File: src/rtl/add_result_streamer_pkg.sv
// Shared defaults and helpers for the int8 feature-row streamer.
// Rows are packed filter-major: filter m occupies a contiguous H*DATA_WIDTH slice.
package add_result_streamer_pkg;

  localparam int DEF_H          = 24;
  localparam int DEF_K          = 8;
  localparam int DEF_DATA_WIDTH = 8;
  localparam int DEF_ROWS       = 24;

  localparam int FILT_W = $clog2(DEF_K);
  localparam int ROW_W  = $clog2(DEF_ROWS);

  // Bit offset of filter m's slice inside a packed row.
  function automatic int sliceOffset(input int m, input int h, input int dw);
    return m * h * dw;
  endfunction

endpackage

File: src/rtl/fmap_pingpong_buf.sv
// Two-slot row buffer: captures whole rows on push and releases the head row on pop.
// A push that lands on a full buffer is only accepted if the head row leaves in the same cycle.
module fmap_pingpong_buf
  import add_result_streamer_pkg::*;
#(
  parameter int ROW_BITS = DEF_H * DEF_K * DEF_DATA_WIDTH
) (
  input  logic                clk,
  input  logic                rst_n,
  input  logic                i_push,
  input  logic [0:ROW_BITS-1] i_pushData,
  input  logic                i_pop,
  output logic [0:ROW_BITS-1] o_headRow,
  output logic [1:0]          o_count,
  output logic                o_overflow
);

  logic [0:ROW_BITS-1] r_slot [2];
  logic                r_wrSel;
  logic                r_rdSel;
  logic [1:0]          r_count;
  logic                r_overflow;

  logic                w_release;
  logic                w_accept;

  assign w_release = i_pop && (r_count != 2'd0);
  assign w_accept  = i_push && ((r_count != 2'd2) || w_release);

  // Slot storage carries no reset; its contents are only read while counted as valid.
  always_ff @(posedge clk) begin
    if (w_accept) begin
      r_slot[r_wrSel] <= i_pushData;
    end
  end

  always_ff @(posedge clk) begin
    if (rst_n) begin
      r_wrSel    <= 1'b0;
      r_rdSel    <= 1'b0;
      r_count    <= 2'd0;
      r_overflow <= 1'b0;
    end else begin
      if (w_accept) begin
        r_wrSel <= ~r_wrSel;
      end
      if (w_release) begin
        r_rdSel <= ~r_rdSel;
      end
      if (i_push && !w_accept) begin
        r_overflow <= 1'b1;
      end
      case ({w_accept, w_release})
        2'b10:   r_count <= r_count + 2'd1;
        2'b01:   r_count <= r_count - 2'd1;
        default: r_count <= r_count;
      endcase
    end
  end

  assign o_headRow  = r_slot[r_rdSel];
  assign o_count    = r_count;
  assign o_overflow = r_overflow;

endmodule

File: src/rtl/add_result_streamer.sv
// Receives packed int8 result rows and streams them one filter slice per beat over valid/ready,
// tracking filter and row position within a frame.
module add_result_streamer
  import add_result_streamer_pkg::*;
#(
  parameter int H          = DEF_H,
  parameter int K          = DEF_K,
  parameter int DATA_WIDTH = DEF_DATA_WIDTH,
  parameter int ROWS       = DEF_ROWS
) (
  input  logic                          clk,
  input  logic                          rst_n,
  input  logic [0:H*K*DATA_WIDTH-1]     data_i,
  input  logic                          done_i,
  output logic [0:H*DATA_WIDTH-1]       out_data_o,
  output logic [$clog2(K)-1:0]          out_filter_o,
  output logic [$clog2(ROWS)-1:0]       out_row_o,
  output logic                          out_valid_o,
  input  logic                          out_ready_i,
  output logic                          out_last_o,
  output logic                          frame_done_o,
  output logic                          overflow_o,
  output logic                          busy_o
);

  localparam int ROW_BITS  = H * K * DATA_WIDTH;
  localparam int BEAT_BITS = H * DATA_WIDTH;
  localparam int FW        = $clog2(K);
  localparam int RW        = $clog2(ROWS);
  localparam int SEL_W     = $clog2(ROW_BITS);
  localparam logic [FW-1:0] LAST_FILTER = FW'(K - 1);
  localparam logic [RW-1:0] LAST_ROW    = RW'(ROWS - 1);

  logic [FW-1:0]       r_filterIdx;
  logic [RW-1:0]       r_rowIdx;
  logic                r_frameDone;

  logic [0:ROW_BITS-1] w_headRow;
  logic [1:0]          w_count;
  logic                w_overflow;
  logic                w_valid;
  logic                w_fire;
  logic                w_rowEnd;
  logic [SEL_W-1:0]    w_sliceBase;

  assign w_valid  = (w_count != 2'd0);
  assign w_fire   = w_valid && out_ready_i;
  assign w_rowEnd = w_fire && (r_filterIdx == LAST_FILTER);

  fmap_pingpong_buf #(
    .ROW_BITS (ROW_BITS)
  ) u_buf (
    .clk        (clk),
    .rst_n      (rst_n),
    .i_push     (done_i),
    .i_pushData (data_i),
    .i_pop      (w_rowEnd),
    .o_headRow  (w_headRow),
    .o_count    (w_count),
    .o_overflow (w_overflow)
  );

  // Filter index walks the head row; row index advances each time a row is released.
  always_ff @(posedge clk) begin
    if (rst_n) begin
      r_filterIdx <= '0;
      r_rowIdx    <= '0;
      r_frameDone <= 1'b0;
    end else begin
      r_frameDone <= w_rowEnd && (r_rowIdx == LAST_ROW);
      if (w_fire) begin
        if (w_rowEnd) begin
          r_filterIdx <= '0;
          r_rowIdx    <= (r_rowIdx == LAST_ROW) ? '0 : r_rowIdx + 1'b1;
        end else begin
          r_filterIdx <= r_filterIdx + 1'b1;
        end
      end
    end
  end

  always_comb begin
    w_sliceBase = SEL_W'(sliceOffset(int'(r_filterIdx), H, DATA_WIDTH));
    out_data_o  = '0;
    if (w_valid) begin
      out_data_o = w_headRow[w_sliceBase +: BEAT_BITS];
    end
  end

  assign out_valid_o  = w_valid;
  assign out_filter_o = r_filterIdx;
  assign out_row_o    = r_rowIdx;
  assign out_last_o   = w_valid && (r_filterIdx == LAST_FILTER) && (r_rowIdx == LAST_ROW);
  assign frame_done_o = r_frameDone;
  assign overflow_o   = w_overflow;
  assign busy_o       = w_valid;

endmodule

File: config.mk
export PLATFORM = sky130hd
export DESIGN_NAME = add_result_streamer
export DESIGN_NICKNAME = d
export VERILOG_FILES = /design/src/rtl/add_result_streamer_pkg.sv /design/src/rtl/fmap_pingpong_buf.sv /design/src/rtl/add_result_streamer.sv
export SDC_FILE = /design/constraint.sdc
export NUM_CORES = 2
export LEC_CHECK = 0
export ABC_AREA = 0
export CAP_MARGIN = 20
export CELL_PAD_IN_SITES_DETAIL_PLACEMENT = 0
export CELL_PAD_IN_SITES_GLOBAL_PLACEMENT = 1
export CORE_AREA = 2 2 685 687
export DETAILED_ROUTE_END_ITERATION = 8
export DIE_AREA = 0 0 687 689
export PLACE_DENSITY = 0.67
export SYNTH_ARGS = -nofsm -noshare
export SYNTH_HDL_FRONTEND = slang
export SYNTH_SLANG_ARGS = --single-unit
File: constraint.sdc
create_clock -name clk -period 101.2 [get_ports clk]
set_clock_uncertainty 0.15 [all_clocks]
set_input_delay 25.3 -clock clk [delete_from_list [all_inputs] [get_ports clk]]
set_output_delay 25.3 -clock clk [all_outputs]
set_load 0.01 [all_outputs]
After elaboration in Yosys (flattened, before gate mapping)
Memories as Yosys holds them, arrays and structs flattened. A register that Yosys moved wholly into a read port is not among the register bits.
Index checks and enable logic that the tools add are counted.
W data, S select, Z words.
Operators by class
  $add $sub $neg: 4
  $mul: 1
  equal/unequal tests: 5
  shifts and indexed selects: 1
  mux-type cells: 8
  bitwise operators: 3
  reductions and logical operators: 13
Operator list (number)
  $shiftx A1536 B12 Y1537: 1
  $mux W192: 1
  $not A11 Y12: 1
  $logic_and A1 B1 Y1: 8
  $add A5 B1 Y5 const B: 1
  $eq A5 B5 Y1 const B: 1
  $mul A3 B2 Y5 const B: 1
  $mux W5: 1
  $mux W1: 4
  $pmux W2 S2: 1
  $reduce_bool A2 Y1: 2
  $add A3 B1 Y3 const B: 1
  $eq A3 B3 Y1 const B: 1
  $mux W3: 1
  $add A2 B1 Y2 const B: 1
  $eq A2 B1 Y1 const B: 1
  $eq A2 B2 Y1 const B: 1
  $ne A2 B2 Y1 const B: 1
  $not A1 Y1: 2
  $reduce_and A2 Y1: 1
  $sub A2 B1 Y2 const B: 1
  $logic_not A1 Y1: 1
  $logic_or A1 B1 Y1: 1
Storage, ports and cells
  register bits: 14
  RAM bits: 3072
  output and inout bits: 205
  memories kept: 1
Memories
  u_buf.r_slot: words 2, width 1536, rd ports 1, clocked after Yosys merged registers in 1, wr ports 1, line fmap_pingpong_buf.sv:18  | logic [0:ROW_BITS-1] r_slot [2];

Logic depth before layout (Yosys ltp)
  word-level depth: 8
  depth in mapped cells: 12

Hierarchy
A second synthesis with hierarchy kept.
Unflattened totals
  cells, all modules: 8230
  area total of the unflattened synthesis: 147411.4 sq um
By module, submodules not included
  fmap_pingpong_buf: times used 1, cells each 4811, area an instance 111389.3 sq um, seq. area each 92368.6 sq um
  add_result_streamer: times used 1, cells each 3419, area an instance 36022.0 sq um, seq. area each 180.2 sq um

Least setup slack after synthesis
OpenSTA, ideal clock, no wires.
  path kind: input to register
  start point: input port out_ready_i
  end point: memory u_buf.r_slot[0][0] in the netlist's numbering, enable pin
  arrival: 89.176 ns
  required time: 97.571 ns
  setup slack: 8.395 ns
  stages: 3
  buffers on the path: 0
  cells stage by stage: nand3_1 -> a31o_2 -> nor2_1
On the way
  cells in the longest elaborated chain, start to end: 7
RTL lines
  from (decl): line add_result_streamer.sv:19  | input logic out_ready_i,
  $logic_and A1 B1 Y1: line add_result_streamer.sv:47  | assign w_fire = w_valid && out_ready_i;
  $logic_and A1 B1 Y1: line add_result_streamer.sv:48  | assign w_rowEnd = w_fire && (r_filterIdx == LAST_FILTER);
  $logic_and A1 B1 Y1: line fmap_pingpong_buf.sv:27  | assign w_release = i_pop && (r_count != 2'd0);
  $logic_or A1 B1 Y1: line fmap_pingpong_buf.sv:28  | assign w_accept = i_push && ((r_count != 2'd2) || w_release);
  $logic_and A1 B1 Y1: line fmap_pingpong_buf.sv:28
  $mux W1: line fmap_pingpong_buf.sv:32  | if (w_accept) begin
  $mux W1 (implied by the code): line fmap_pingpong_buf.sv:33  | r_slot[r_wrSel] <= i_pushData;
  to (decl): line fmap_pingpong_buf.sv:18
No other way between the ends.

Worst setup path in the final report
  start point: register r_filterIdx[2], in the netlist out_filter_o[2]
  end point: output port out_data_o[27] in the netlist's numbering
On the way
  cells in the longest elaborated chain, start to end: 4
RTL lines
  from (decl): line add_result_streamer.sv:34  | logic [FW-1:0] r_filterIdx;
  from (signal assigned): line add_result_streamer.sv:76  | r_filterIdx <= r_filterIdx + 1'b1;
  $mul A3 B2 Y5: line add_result_streamer_pkg.sv:15  | return m * h * dw;
  $not A11 Y12 (implied by the code): line add_result_streamer.sv:86  | out_data_o = w_headRow[w_sliceBase +: BEAT_BITS];
  $shiftx A1536 B12 Y1537: line add_result_streamer.sv:86
  $mux W192: line add_result_streamer.sv:85  | if (w_valid) begin
  to (decl): line add_result_streamer.sv:15  | output logic [0:H*DATA_WIDTH-1] out_data_o,
No other way between the ends.

==> reports/qor.txt <==
Crit Path Max Fanout = 52
Crit path kind = reg -> out
DRC viols = 0
Seq/Total Area, Yosys = 62.8%
Final hold vios = 0
Setup_tns = 0 ps
Layout cell share with drive strength beyond 1 = 20.7%
# port buffers = 1744
H-tree levels = 5
Routed length per instance = 43.1 microns
CTS Sinks = 3087
Core Util, Final = 39.5%
Die area = 0.473 sq mm
Synth Warn # = 0
Clk pwr share = 38.8%
Synth Instances = 8697
Final-report setup violation count = 0
Fin nets = 11.9k
Achievable frequency = 30.3 MHz
CTS Hold Bufs = 0
CTS tree = yes
Worst setup SP type = register
Setup Fix Bufs, Post-CTS = 0
Cts bufs inserted = 355
Hold path cells = 2
Syn Area/Cell = 16.9 sq um
Synthesis-to-finish area growth = 25.1%
Vias after detailed routing = 105k
Switching pwr = 0.000938 W
Combinational Power Share = 15.9%
Async set or reset register ratio after synthesis = 0%
Slew Viols, Final = 0
HPWL after DPL = 544000 microns
Clock slew at reported path FFs = 60 ps
Yosys reg bits = 3087
Period utilization = 32.7%
Fill cell count = 42.6k
Gr usage total = 30.1%
Most used cell, CP = buf_4
Max Cap Viol = 0
Worst endpoint data arrival time = 7600 ps
Initial antenna violation count = 545
Post-synth EDFFs = 3072
Syn_nets = 10.2k
Mapped cell area = 0.147 sq mm
Sw Ratio = 27.2%
Longest Clk Path Bufs = 4
GRT Residual Overflow = 0
CP Data Required Time = 75750 ps
Netlist cell types = 69
Family with the most delay on the worst path = buffers and inverters
Ports = 1745
Worst min path class = reg -> reg
DRT antenna net count = 0
DRT Pass-1 Iters = 7
CTS resizes = 0
Measured slew at the worst slew-check pin = 1260 ps
Max IR drop VDD = 0.0166 mV
Core area = 0.466 sq mm
1st-iter DRT viols = 16.2k
Register share of total power = 45.3%
Commonest non-fill, non-tap cell in the layout = edfxtp_1
P_leak = 57.1 nW
CTS root buf = clkbuf_16
Routability Congestion = 0.951
Worst R2R Path Depth = 14
Starting Density = 31.6%
Final min period = 33050 ps
Post-Route WL = 738000 microns
Status = finished, final reports clean
Relative slew slack = 15.0%
Slowest stage delay, CP = 990 ps
Global-route wire length before repair = 953000 microns
Number of cell rows = 251
WP buf/inv = 5
Synth Flop Type = edfxtp_1
Crit path cell chain = fa_4, buf_4, inv_8, buf_4, buf_4, mux2i_1, o21ai_0, a22o_1, clkdlybuf4s50_1
Vias per inst = 6.12
Clk_lat worst skew = 1020 ps
PwrDens = 18.7 mW/mm^2
Cell Int Power = 0.00251 W
Slowest cell on crit path = o21ai_0
Worst Setup End Kind = primary output
DIE WIDTH = 687 microns
Unrepaired setup endpoints after global routing = no
Die Ht = 689 microns
Levels on crit path = 9
Number of global-route vias before repair = 102k
Largest net degree at the start of global routing = 130
Commonest non-fill, non-tap cells in the layout = edfxtp_1, clkdlybuf4s50_1, mux4_2
## kinds of logic (layout without fill, tap and decap cells)
kind of cell	count (synthesis)	after routing	share of synthesized area [%]
buffers and inverters	734	2671	2.57
AO/OA/AOI/OAI	1645	1645	7.59
AND/OR/NAND/NOR	1332	1332	3.73
multiplexers	1883	1883	23.2
other	0	304	0
adder cells (fa/ha/maj)	6	6	0.0560
flip-flops	3087	3087	62.8
XOR/XNOR	10	10	0.0594
## worst reg2reg max path: stages (launching register included)
cell and delay, ps:
dfxtp_1 460, nor2_4 200, buf_4 360, clkinv_1 160
buf_4 440, nand3_1 240, a31o_2 370, nor2_4 460
buf_4 760, buf_4 710, buf_4 660, buf_4 790
buf_4 880, buf_4 840, buf_4 850
## worst paths after layout
check | startpoint | endpoint | slack, ps
min reg2reg | u_buf.o_overflow$_SDFFE_PP0P_ | u_buf.o_overflow$_SDFFE_PP0P_ | 360
min | u_buf.o_overflow$_SDFFE_PP0P_ | u_buf.o_overflow$_SDFFE_PP0P_ | 360
max reg2reg | u_buf.o_count[1]$_SDFFE_PP0P_ | u_buf.r_slot[0][777]$_DFFE_PP_ | 92480
max | out_filter_o[2]$_SDFFE_PP0P_ | out_data_o[27] | 68150
## layer usage
metal	vias to the layer above	global-route usage, %	routed length (microns)	share of wire, %
li1	40200	-	-	-
met1	54500	36.0	259000	35
met2	7970	46.0	336000	46
met3	2021	9.36	84000	11
met4	180	21.6	57100	7.7
met5	-	0	1130	0.15
## power groups by stage
stage / Combinational [W] / Clock [W] / Sequential, W
4_1_cts: 0.000541 / 0.00135 / 0.00156
3_5_place_dp: 0.000539 / 0 / 0.00159
5_1_grt: 0.000565 / 0.00140 / 0.00157
2_1_floorplan: 0.000259 / 0 / 0.00183
3_3_place_gp: 0.000536 / 0 / 0.00158
6_report: 0.000547 / 0.00134 / 0.00156
## sequential cells by signal, indices dropped and copies added (netlist names), named ones only
signal,flops
frame_done_o,1
out_filter_o,3
out_row_o,5
u_buf.o_count,2
u_buf.o_overflow,1
u_buf.r_rdSel,1
u_buf.r_slot,3072
u_buf.r_wrSel,1
## per-stage QoR
stage          power, W  instances  hold WS [ps]  instance area (sq um)  setup WS (ps)
6_report        0.00345      17100           357                 184000          68150
5_1_grt         0.00353      17000           396                 184000          68110
4_1_cts         0.00345      16800           361                 184000          68190
3_5_place_dp    0.00212      16200           346                 172000          68310
3_3_place_gp    0.00212      16200           357                 172000          68490
2_1_floorplan   0.00209       8697           328                 147000           8390
## synthesized netlist by cell type (22+ instances only)
library cell,n,area [sq um]
a211oi_1,119,893
buf_4,101,758
o211ai_1,27,203
nand2_1,733,2750
buf_2,216,1080
nor2_1,349,1310
a211o_1,27,236
nor3_1,22,110
mux2i_1,554,5550
a221oi_1,77,674
nor2b_1,71,444
nand3_1,87,435
mux4_2,1214,27300
a21oi_1,269,1350
a32o_1,33,330
buf_6,51,574
edfxtp_1,3072,92200
a31oi_1,55,344
o21a_1,27,203
a22o_1,82,718
o22ai_1,263,1650
mux2_2,115,1290
o21ai_0,289,1450
a22oi_1,168,1260
o221ai_1,61,534
clkbuf_1,281,1050
buf_1,76,285
## area by class of cell
cell class              instances  area, sq um  share of cell area [%]
diodes                        304          761                   0.413
clock buffers                 422         9200                    4.99
clock inverters               218         2720                    1.48
inverters                       9         56.3                  0.0305
multi-input cells            4876        51500                    27.9
flip-flops and latches       3087        92600                    50.2
well taps                    6198         7750                    4.21
repair buffers               2022        19800                    10.7
(Power assumes the default switching activity.)
